$ cat config.mk
export PLATFORM = sky130hd
export DESIGN_NAME = execute_stage_md
export DESIGN_NICKNAME = d
export VERILOG_FILES = /design/src/rtl/execute_stage_md.sv
export SDC_FILE = /design/constraint.sdc
export NUM_CORES = 2
export LEC_CHECK = 0
export ABC_AREA = 1
export CELL_PAD_IN_SITES_DETAIL_PLACEMENT = 0
export CELL_PAD_IN_SITES_GLOBAL_PLACEMENT = 1
export CORE_ASPECT_RATIO = 0.7
export CORE_MARGIN = 1
export CORE_UTILIZATION = 42
export CTS_CLUSTER_DIAMETER = 150
export DETAILED_ROUTE_END_ITERATION = 10
export PLACE_DENSITY_LB_ADDON = 0.1
export SLEW_MARGIN = 25
export SYNTH_ARGS = -nofsm -noshare
export SYNTH_HDL_FRONTEND = slang
export SYNTH_SLANG_ARGS = --single-unit
$ cat constraint.sdc
create_clock -name clk -period 9.7 [get_ports clk]
set_clock_uncertainty 0.15 [all_clocks]
set_input_delay 1.94 -clock clk [delete_from_list [all_inputs] [get_ports clk]]
set_output_delay 1.94 -clock clk [all_outputs]
set_load 0.05 [all_outputs]
$ cat src/rtl/execute_stage_md.sv
// MIPS execute stage: forwarding and ALU-source muxes, ALU, an iterative
// multiply/divide unit with HI/LO, a stall toward the hazard unit and a registered EX/MEM.
module execute_stage_md #(
   parameter int WIDTH    = 32,
   parameter int REG_ADDR = 5
) (
   input  logic                clk,
   input  logic                reset,
   input  logic                valid_in,
   input  logic [WIDTH-1:0]    reg1,
   input  logic [WIDTH-1:0]    reg2,
   input  logic [WIDTH-1:0]    imm,
   input  logic [4:0]          shamt,
   input  logic [WIDTH-1:0]    fwd_mem,
   input  logic [WIDTH-1:0]    fwd_wb,
   input  logic [1:0]          ForwardAE,
   input  logic [1:0]          ForwardBE,
   input  logic                aluSrc,
   input  logic                regDst,
   input  logic [REG_ADDR-1:0] rt_in,
   input  logic [REG_ADDR-1:0] rd_in,
   input  logic                reg_write_in,
   input  logic [3:0]          alu_ctrl,
   input  logic [2:0]          md_op,
   output logic                stall,
   output logic                md_busy,
   output logic                ex_valid,
   output logic                ex_reg_write,
   output logic [WIDTH-1:0]    ex_result,
   output logic [WIDTH-1:0]    ex_reg2,
   output logic [REG_ADDR-1:0] ex_dst
);

   localparam int CW = $clog2(WIDTH);

   typedef enum logic {IDLE, RUN} mdState_t;

   mdState_t         mdState;
   logic [CW-1:0]    mdCount;
   logic [WIDTH-1:0] opA, fwdB, opB, aluOut;
   logic [WIDTH-1:0] acc, r1, r2, hiReg, loReg;
   logic             isMul, negHi, negLo, divZero;

   always_comb begin
      case (ForwardAE)
         2'b01:   opA = fwd_mem;
         2'b10:   opA = fwd_wb;
         default: opA = reg1;
      endcase
      case (ForwardBE)
         2'b01:   fwdB = fwd_mem;
         2'b10:   fwdB = fwd_wb;
         default: fwdB = reg2;
      endcase
   end

   assign opB = aluSrc ? imm : fwdB;

   always_comb begin
      aluOut = '0;
      case (alu_ctrl)
         4'b0000: aluOut = opA & opB;
         4'b0001: aluOut = opA | opB;
         4'b0010: aluOut = opA + opB;
         4'b0011: aluOut = opA ^ opB;
         4'b0110: aluOut = opA - opB;
         4'b0111: aluOut = {{(WIDTH-1){1'b0}}, $signed(opA) < $signed(opB)};
         4'b1000: aluOut = {{(WIDTH-1){1'b0}}, opA < opB};
         4'b1100: aluOut = ~(opA | opB);
         4'b1001: aluOut = opB << shamt;
         4'b1010: aluOut = opB >> shamt;
         4'b1011: aluOut = $signed(opB) >>> shamt;
         default: aluOut = '0;
      endcase
   end

   logic mdArith, issueMul, opSigned, isMfhi, isMflo, accept, issue, signA, signB;
   logic [WIDTH-1:0] magA, magB;

   assign mdArith  = (md_op >= 3'b001) && (md_op <= 3'b100);
   assign issueMul = (md_op == 3'b001) || (md_op == 3'b010);
   assign opSigned = (md_op == 3'b001) || (md_op == 3'b011);
   assign isMfhi   = (md_op == 3'b101);
   assign isMflo   = (md_op == 3'b110);
   assign md_busy  = (mdState == RUN);
   assign stall    = valid_in & (md_op != 3'b000) & md_busy;
   assign accept   = valid_in & ~stall;
   assign issue    = accept & mdArith;
   assign signA    = opSigned & opA[WIDTH-1];
   assign signB    = opSigned & opB[WIDTH-1];
   assign magA     = signA ? -opA : opA;
   assign magB     = signB ? -opB : opB;

   // One iteration step: acc/r1 hold {partial product, multiplier} or {remainder, dividend}
   logic [WIDTH:0]     mulSum, divShift, divTrial;
   logic [WIDTH-1:0]   accN, r1N, hiFinal, loFinal;
   logic [2*WIDTH-1:0] prodFix;

   always_comb begin
      mulSum   = {1'b0, acc} + {1'b0, (r1[0] ? r2 : {WIDTH{1'b0}})};
      divShift = {acc, r1[WIDTH-1]};
      divTrial = divShift - {1'b0, r2};
      if (isMul) begin
         accN = mulSum[WIDTH:1];
         r1N  = {mulSum[0], r1[WIDTH-1:1]};
      end else begin
         accN = divTrial[WIDTH] ? divShift[WIDTH-1:0] : divTrial[WIDTH-1:0];
         r1N  = {r1[WIDTH-2:0], ~divTrial[WIDTH]};
      end
      prodFix = negLo ? -{accN, r1N} : {accN, r1N};
      if (isMul) begin
         hiFinal = prodFix[2*WIDTH-1:WIDTH];
         loFinal = prodFix[WIDTH-1:0];
      end else begin
         hiFinal = negHi ? -accN : accN;
         loFinal = divZero ? {WIDTH{1'b1}} : (negLo ? -r1N : r1N);
      end
   end

   // Multiply/divide sequencer: latch magnitudes at issue, iterate WIDTH steps, fix up signs on the last
   always_ff @(posedge clk or posedge reset) begin
      if (reset) begin
         mdState <= IDLE;
         mdCount <= '0;
         acc     <= '0;
         r1      <= '0;
         r2      <= '0;
         hiReg   <= '0;
         loReg   <= '0;
         isMul   <= 1'b0;
         negHi   <= 1'b0;
         negLo   <= 1'b0;
         divZero <= 1'b0;
      end else begin
         case (mdState)
            IDLE: begin
               if (issue) begin
                  mdState <= RUN;
                  mdCount <= '0;
                  acc     <= '0;
                  isMul   <= issueMul;
                  r1      <= issueMul ? magB : magA;
                  r2      <= issueMul ? magA : magB;
                  negLo   <= signA ^ signB;
                  negHi   <= issueMul ? (signA ^ signB) : signA;
                  divZero <= ~issueMul & (opB == '0);
               end
            end
            RUN: begin
               acc     <= accN;
               r1      <= r1N;
               mdCount <= mdCount + 1'b1;
               if (mdCount == CW'(WIDTH-1)) begin
                  hiReg   <= hiFinal;
                  loReg   <= loFinal;
                  mdState <= IDLE;
                  mdCount <= '0;
               end
            end
            default: mdState <= IDLE;
         endcase
      end
   end

   // EX/MEM register: stalled or invalid cycles insert a bubble and hold the data fields
   always_ff @(posedge clk or posedge reset) begin
      if (reset) begin
         ex_valid     <= 1'b0;
         ex_reg_write <= 1'b0;
         ex_result    <= '0;
         ex_reg2      <= '0;
         ex_dst       <= '0;
      end else if (accept) begin
         ex_valid     <= 1'b1;
         ex_reg_write <= mdArith ? 1'b0 : reg_write_in;
         ex_result    <= isMfhi ? hiReg : (isMflo ? loReg : aluOut);
         ex_reg2      <= fwdB;
         ex_dst       <= regDst ? rd_in : rt_in;
      end else begin
         ex_valid     <= 1'b0;
         ex_reg_write <= 1'b0;
      end
   end

endmodule

==> flow_metrics.env <==
export IMPL_met2_usage=0.521
export IMPL_ctsResizeCount=0
export IMPL_critPathArrivalTime_ns=7.76
export IMPL_timing_final_hold_violations=0
export IMPL_total_power_density_per_cell_area_nw_per_um2=332
export IMPL_yosys_warnings=0
export IMPL_overflow=0
export IMPL_global_routing_met3_resource_utilization=0.238
export IMPL_dr_wl_cell_um=26.6
export IMPL_tritoncts_clock_tree="done"
export IMPL_root_buffer="sky130_fd_sc_hd__clkbuf_16"
export IMPL_remaining_drc_errors=0
export IMPL_layout_drive_gt1_share=0.0523
export IMPL_slew_violations=0
export IMPL_most_common_cell_after_layout_fill_and_taps_aside="sky130_fd_sc_hd__nand2_1"
export IMPL_leakage_uw=0.0177
export IMPL_power_sequential_fraction=0.160
export IMPL_ir_worst_vdd_v=0.000182
export IMPL_drt_pass1_iterations=9
export IMPL_dieWidth_um=326
export IMPL_grtUsageTotal=0.445
export IMPL_setup_repair_after_global_routing_missed_its_margin="false"
export IMPL_syn_instance_count=5352
export IMPL_number_of_global_route_vias_before_repair=34600
export IMPL_initial_utilization=0.428
export IMPL_power_uw=11800
export IMPL_clock_transition_time_at_the_flip_flop_clock_pins_of_the_worst_setup_and_hold_paths_ns=0.06
export IMPL_layout_cells_most_common_list="1713 x sky130_fd_sc_hd__nand2_1, 670 x sky130_fd_sc_hd__inv_1, 466 x sky130_fd_sc_hd__nor2_1"
export IMPL_gr_usage_met1=0.681
export IMPL_maximum_number_of_pins_on_one_net_before_global_route_repair=144
export IMPL_num_vias=39000
export IMPL_synth_edf_count=0
export IMPL_syn_cell_area_um2=30900
export IMPL_rows=82
export IMPL_num_nets_final=5855
export IMPL_fill_count=7890
export IMPL_pin_count=265
export IMPL_globalRoute_busiestLayer="met1"
export IMPL_worst_slew_margin_relative_to_its_limit=0.142
export IMPL_die_area_um2=74800
export IMPL_cp_required_ns=10.04
export IMPL_crit_path_start_kind="primary input"
export IMPL_drt_iter0_drc=6972
export IMPL_insertion_delay_ns=0.62
export IMPL_die_height_um=229
export IMPL_maxClockFrequency_mhz=135
export IMPL_dp_hpwl_um=139000
export IMPL_finalSetupViolCount=0
export IMPL_switching_share=0.625
export IMPL_hold_class="reg2reg"
export IMPL_cts_hold_fix_buffers=0
export IMPL_grt_first_pass_wirelength_um=246000
export IMPL_p_clk_frac=0.100
export IMPL_drv_cap=0
export IMPL_initial_antenna_violation_count=9
export IMPL_routed_via_density=6.02
export IMPL_cp_end_kind="register"
export IMPL_clock_sinks=241
export IMPL_post_synth_cell_area_avg_um2=5.78
export IMPL_core_area_um2=72200
export IMPL_netSwitchingPower_uw=7350
export IMPL_timing_final_crit_period_ns=7.43
export IMPL_postSynthNetCount=5721
export IMPL_cts_htree_levels=1
export IMPL_clockBufferDepth=3
export IMPL_cts_buffers=29
export IMPL_drt_antenna_violating_nets=0
export IMPL_ys_types=69
export IMPL_worstPathMaxFanout=33
export IMPL_ys_ff_latch=241
export IMPL_asyncSetResetFlopFracSynth=1.00
export IMPL_syn2layout_area_growth_pct=14.3
export IMPL_routabilityCongestion=1.12
export IMPL_synth_main_ff_cell="sky130_fd_sc_hd__dfrtp_1"
export IMPL_cellInternalPower_uw=4410
export IMPL_synth_seq_area_share=0.195
export IMPL_worst_setup_path_type="in2reg"
export IMPL_cts_setup_buffers=0
export IMPL_tightest_slew_ns=1.29
export IMPL_numPortBuffers=264
export IMPL_fin_crit_sh=0.765
export IMPL_drt_total_wl_um=172000
export IMPL_run_status="finished, final reports clean"
export IMPL_final_setup_tns_ns=0
export IMPL_power_share_combinational=0.740
## area by class of cell
type,count,area [um2],area share
clock buffer,39,833,0.0236
timing repair buffer,337,3190,0.0901
inverter,707,2670,0.0754
multi-input combinational,4170,21300,0.602
sequential,241,6030,0.171
tap,966,1210,0.0342
antenna,10,25.0,0.000708
clock inverter,11,138,0.00389
## synth_stat cells, types with 9 or more instances
cell type | instances | area share
sky130_fd_sc_hd__nand3b_1 | 22 | 0.0053
sky130_fd_sc_hd__o21bai_1 | 17 | 0.0041
sky130_fd_sc_hd__a211oi_1 | 9 | 0.0022
sky130_fd_sc_hd__a21o_1 | 10 | 0.0024
sky130_fd_sc_hd__o2111ai_1 | 18 | 0.0051
sky130_fd_sc_hd__buf_1 | 36 | 0.0044
sky130_fd_sc_hd__a21oi_1 | 324 | 0.052
sky130_fd_sc_hd__o21ai_1 | 50 | 0.0081
sky130_fd_sc_hd__ha_1 | 173 | 0.070
sky130_fd_sc_hd__nand2_1 | 1714 | 0.21
sky130_fd_sc_hd__nand3_1 | 397 | 0.064
sky130_fd_sc_hd__nor2_4 | 9 | 0.0033
sky130_fd_sc_hd__a221oi_1 | 24 | 0.0068
sky130_fd_sc_hd__nor2_1 | 473 | 0.057
sky130_fd_sc_hd__clkinv_1 | 9 | 0.0011
sky130_fd_sc_hd__nand4_1 | 52 | 0.011
sky130_fd_sc_hd__nand3_2 | 13 | 0.0042
sky130_fd_sc_hd__o211ai_1 | 34 | 0.0082
sky130_fd_sc_hd__inv_2 | 23 | 0.0028
sky130_fd_sc_hd__o21a_1 | 16 | 0.0039
sky130_fd_sc_hd__nor2_2 | 22 | 0.0044
sky130_fd_sc_hd__nor3_1 | 50 | 0.0081
sky130_fd_sc_hd__a31oi_1 | 14 | 0.0028
sky130_fd_sc_hd__a22o_1 | 32 | 0.0091
sky130_fd_sc_hd__o31ai_1 | 9 | 0.0022
sky130_fd_sc_hd__o22ai_1 | 76 | 0.015
sky130_fd_sc_hd__or2_2 | 32 | 0.0065
sky130_fd_sc_hd__o21ai_0 | 342 | 0.055
sky130_fd_sc_hd__xor2_1 | 77 | 0.022
sky130_fd_sc_hd__nand2_2 | 30 | 0.0061
sky130_fd_sc_hd__a22oi_1 | 20 | 0.0049
sky130_fd_sc_hd__dfrtp_1 | 241 | 0.19
sky130_fd_sc_hd__o221ai_1 | 32 | 0.0091
sky130_fd_sc_hd__clkbuf_1 | 149 | 0.018
sky130_fd_sc_hd__inv_1 | 675 | 0.082
sky130_fd_sc_hd__buf_2 | 36 | 0.0058
## registers in the layout (all words and copies together) (netlist names)
register      count
divZero           1
ex_reg_write      1
ex_dst            5
ex_result        32
r1               32
ex_reg2          32
loReg            32
negHi             1
md_busy           1
isMul             1
mdCount           5
r2               32
hiReg            32
ex_valid          1
acc              32
negLo             1
## path summary, 6_finish.rpt
path	slack, ns	start	end	cells past startpoint
worst max-delay path	2.27	ForwardBE[0]	ex_result[27]$_DFFE_PP0P_	25
worst max register to register	4.22	r2[0]$_DFFE_PP0P_	hiReg[16]$_DFFE_PP0P_	32
worst min-delay path	0.32	ex_reg2[20]$_DFFE_PP0P_	ex_reg2[20]$_DFFE_PP0P_	2
max in group asynchronous	6.13	reset	acc[2]$_DFFE_PP0P_	3
min in group asynchronous	1.69	reset	ex_reg2[6]$_DFFE_PP0P_	2
worst min register to register	0.32	ex_reg2[20]$_DFFE_PP0P_	ex_reg2[20]$_DFFE_PP0P_	2
## per-layer routing
layer,share of wire,vias up
li1,-,17700
met1,0.45,18100
met2,0.34,2961
met3,0.19,248
met4,0.024,6
met5,0.00048,-
## logic make-up (layout without fill, tap and decap cells)
kind of cell,count (synthesis),after routing,share of synthesized area
adders and majority gates,177,177,0.0725
other,0,10,0
DFF,241,241,0.195
and+or+nand+nor,2842,2842,0.386
buffers and inverters,941,1094,0.119
muxes,6,6,0.00194
xor gates and xnor gates,85,85,0.0241
AOI/OAI and AO/OA,1060,1060,0.202
## stage by stage
| step | std cells | utilization | worst slack, ns | instance area (um2) | hold WS, ns |
|---|---|---|---|---|---|
| global route | 6475 | 0.489 | 2.00 | 35400 | 0.341 |
| CTS | 6470 | 0.489 | 2.33 | 35300 | 0.321 |
| floorplan | 5352 | - | 0.994 | 30900 | 0.294 |
| detailed placement | 6420 | 0.476 | 1.72 | 34400 | 0.309 |
| finish | 6481 | 0.490 | 2.27 | 35400 | 0.321 |
| global placement | 6420 | 0.476 | 1.87 | 34400 | 0.303 |
## power groups by stage
stage / sequential (uW) / clock [uW] / combinational [uW]
2_1_floorplan: 1960 / 0 / 4960
3_3_place_gp: 1850 / 0 / 8100
3_5_place_dp: 1850 / 0 / 8110
4_1_cts: 1840 / 1170 / 8150
5_1_grt: 1890 / 1210 / 9290
6_report: 1880 / 1170 / 8710
## critical path: stages
cell,delay (ns)
sky130_fd_sc_hd__clkdlybuf4s50_1,0.49
sky130_fd_sc_hd__inv_1,0.05
sky130_fd_sc_hd__ha_1,0.28
sky130_fd_sc_hd__buf_4,0.25
sky130_fd_sc_hd__inv_2,0.52
sky130_fd_sc_hd__nor2_1,0.09
sky130_fd_sc_hd__a21oi_1,0.28
sky130_fd_sc_hd__nand2_1,0.08
sky130_fd_sc_hd__nand2_1,0.24
sky130_fd_sc_hd__inv_1,0.26
sky130_fd_sc_hd__ha_1,0.46
sky130_fd_sc_hd__a21oi_1,0.33
sky130_fd_sc_hd__o21ai_0,0.18
sky130_fd_sc_hd__nand2_1,0.09
sky130_fd_sc_hd__nand2_1,0.07
sky130_fd_sc_hd__a31oi_1,0.28
sky130_fd_sc_hd__o21ai_0,0.23
sky130_fd_sc_hd__a21oi_1,0.49
sky130_fd_sc_hd__o21ai_0,0.19
sky130_fd_sc_hd__o21ai_0,0.41
sky130_fd_sc_hd__nand3_1,0.18
sky130_fd_sc_hd__nand2_1,0.11
sky130_fd_sc_hd__nand3_1,0.08
sky130_fd_sc_hd__nand2_1,0.08
sky130_fd_sc_hd__nand2_1,0.05
Power figures use the tool's default switching activity.
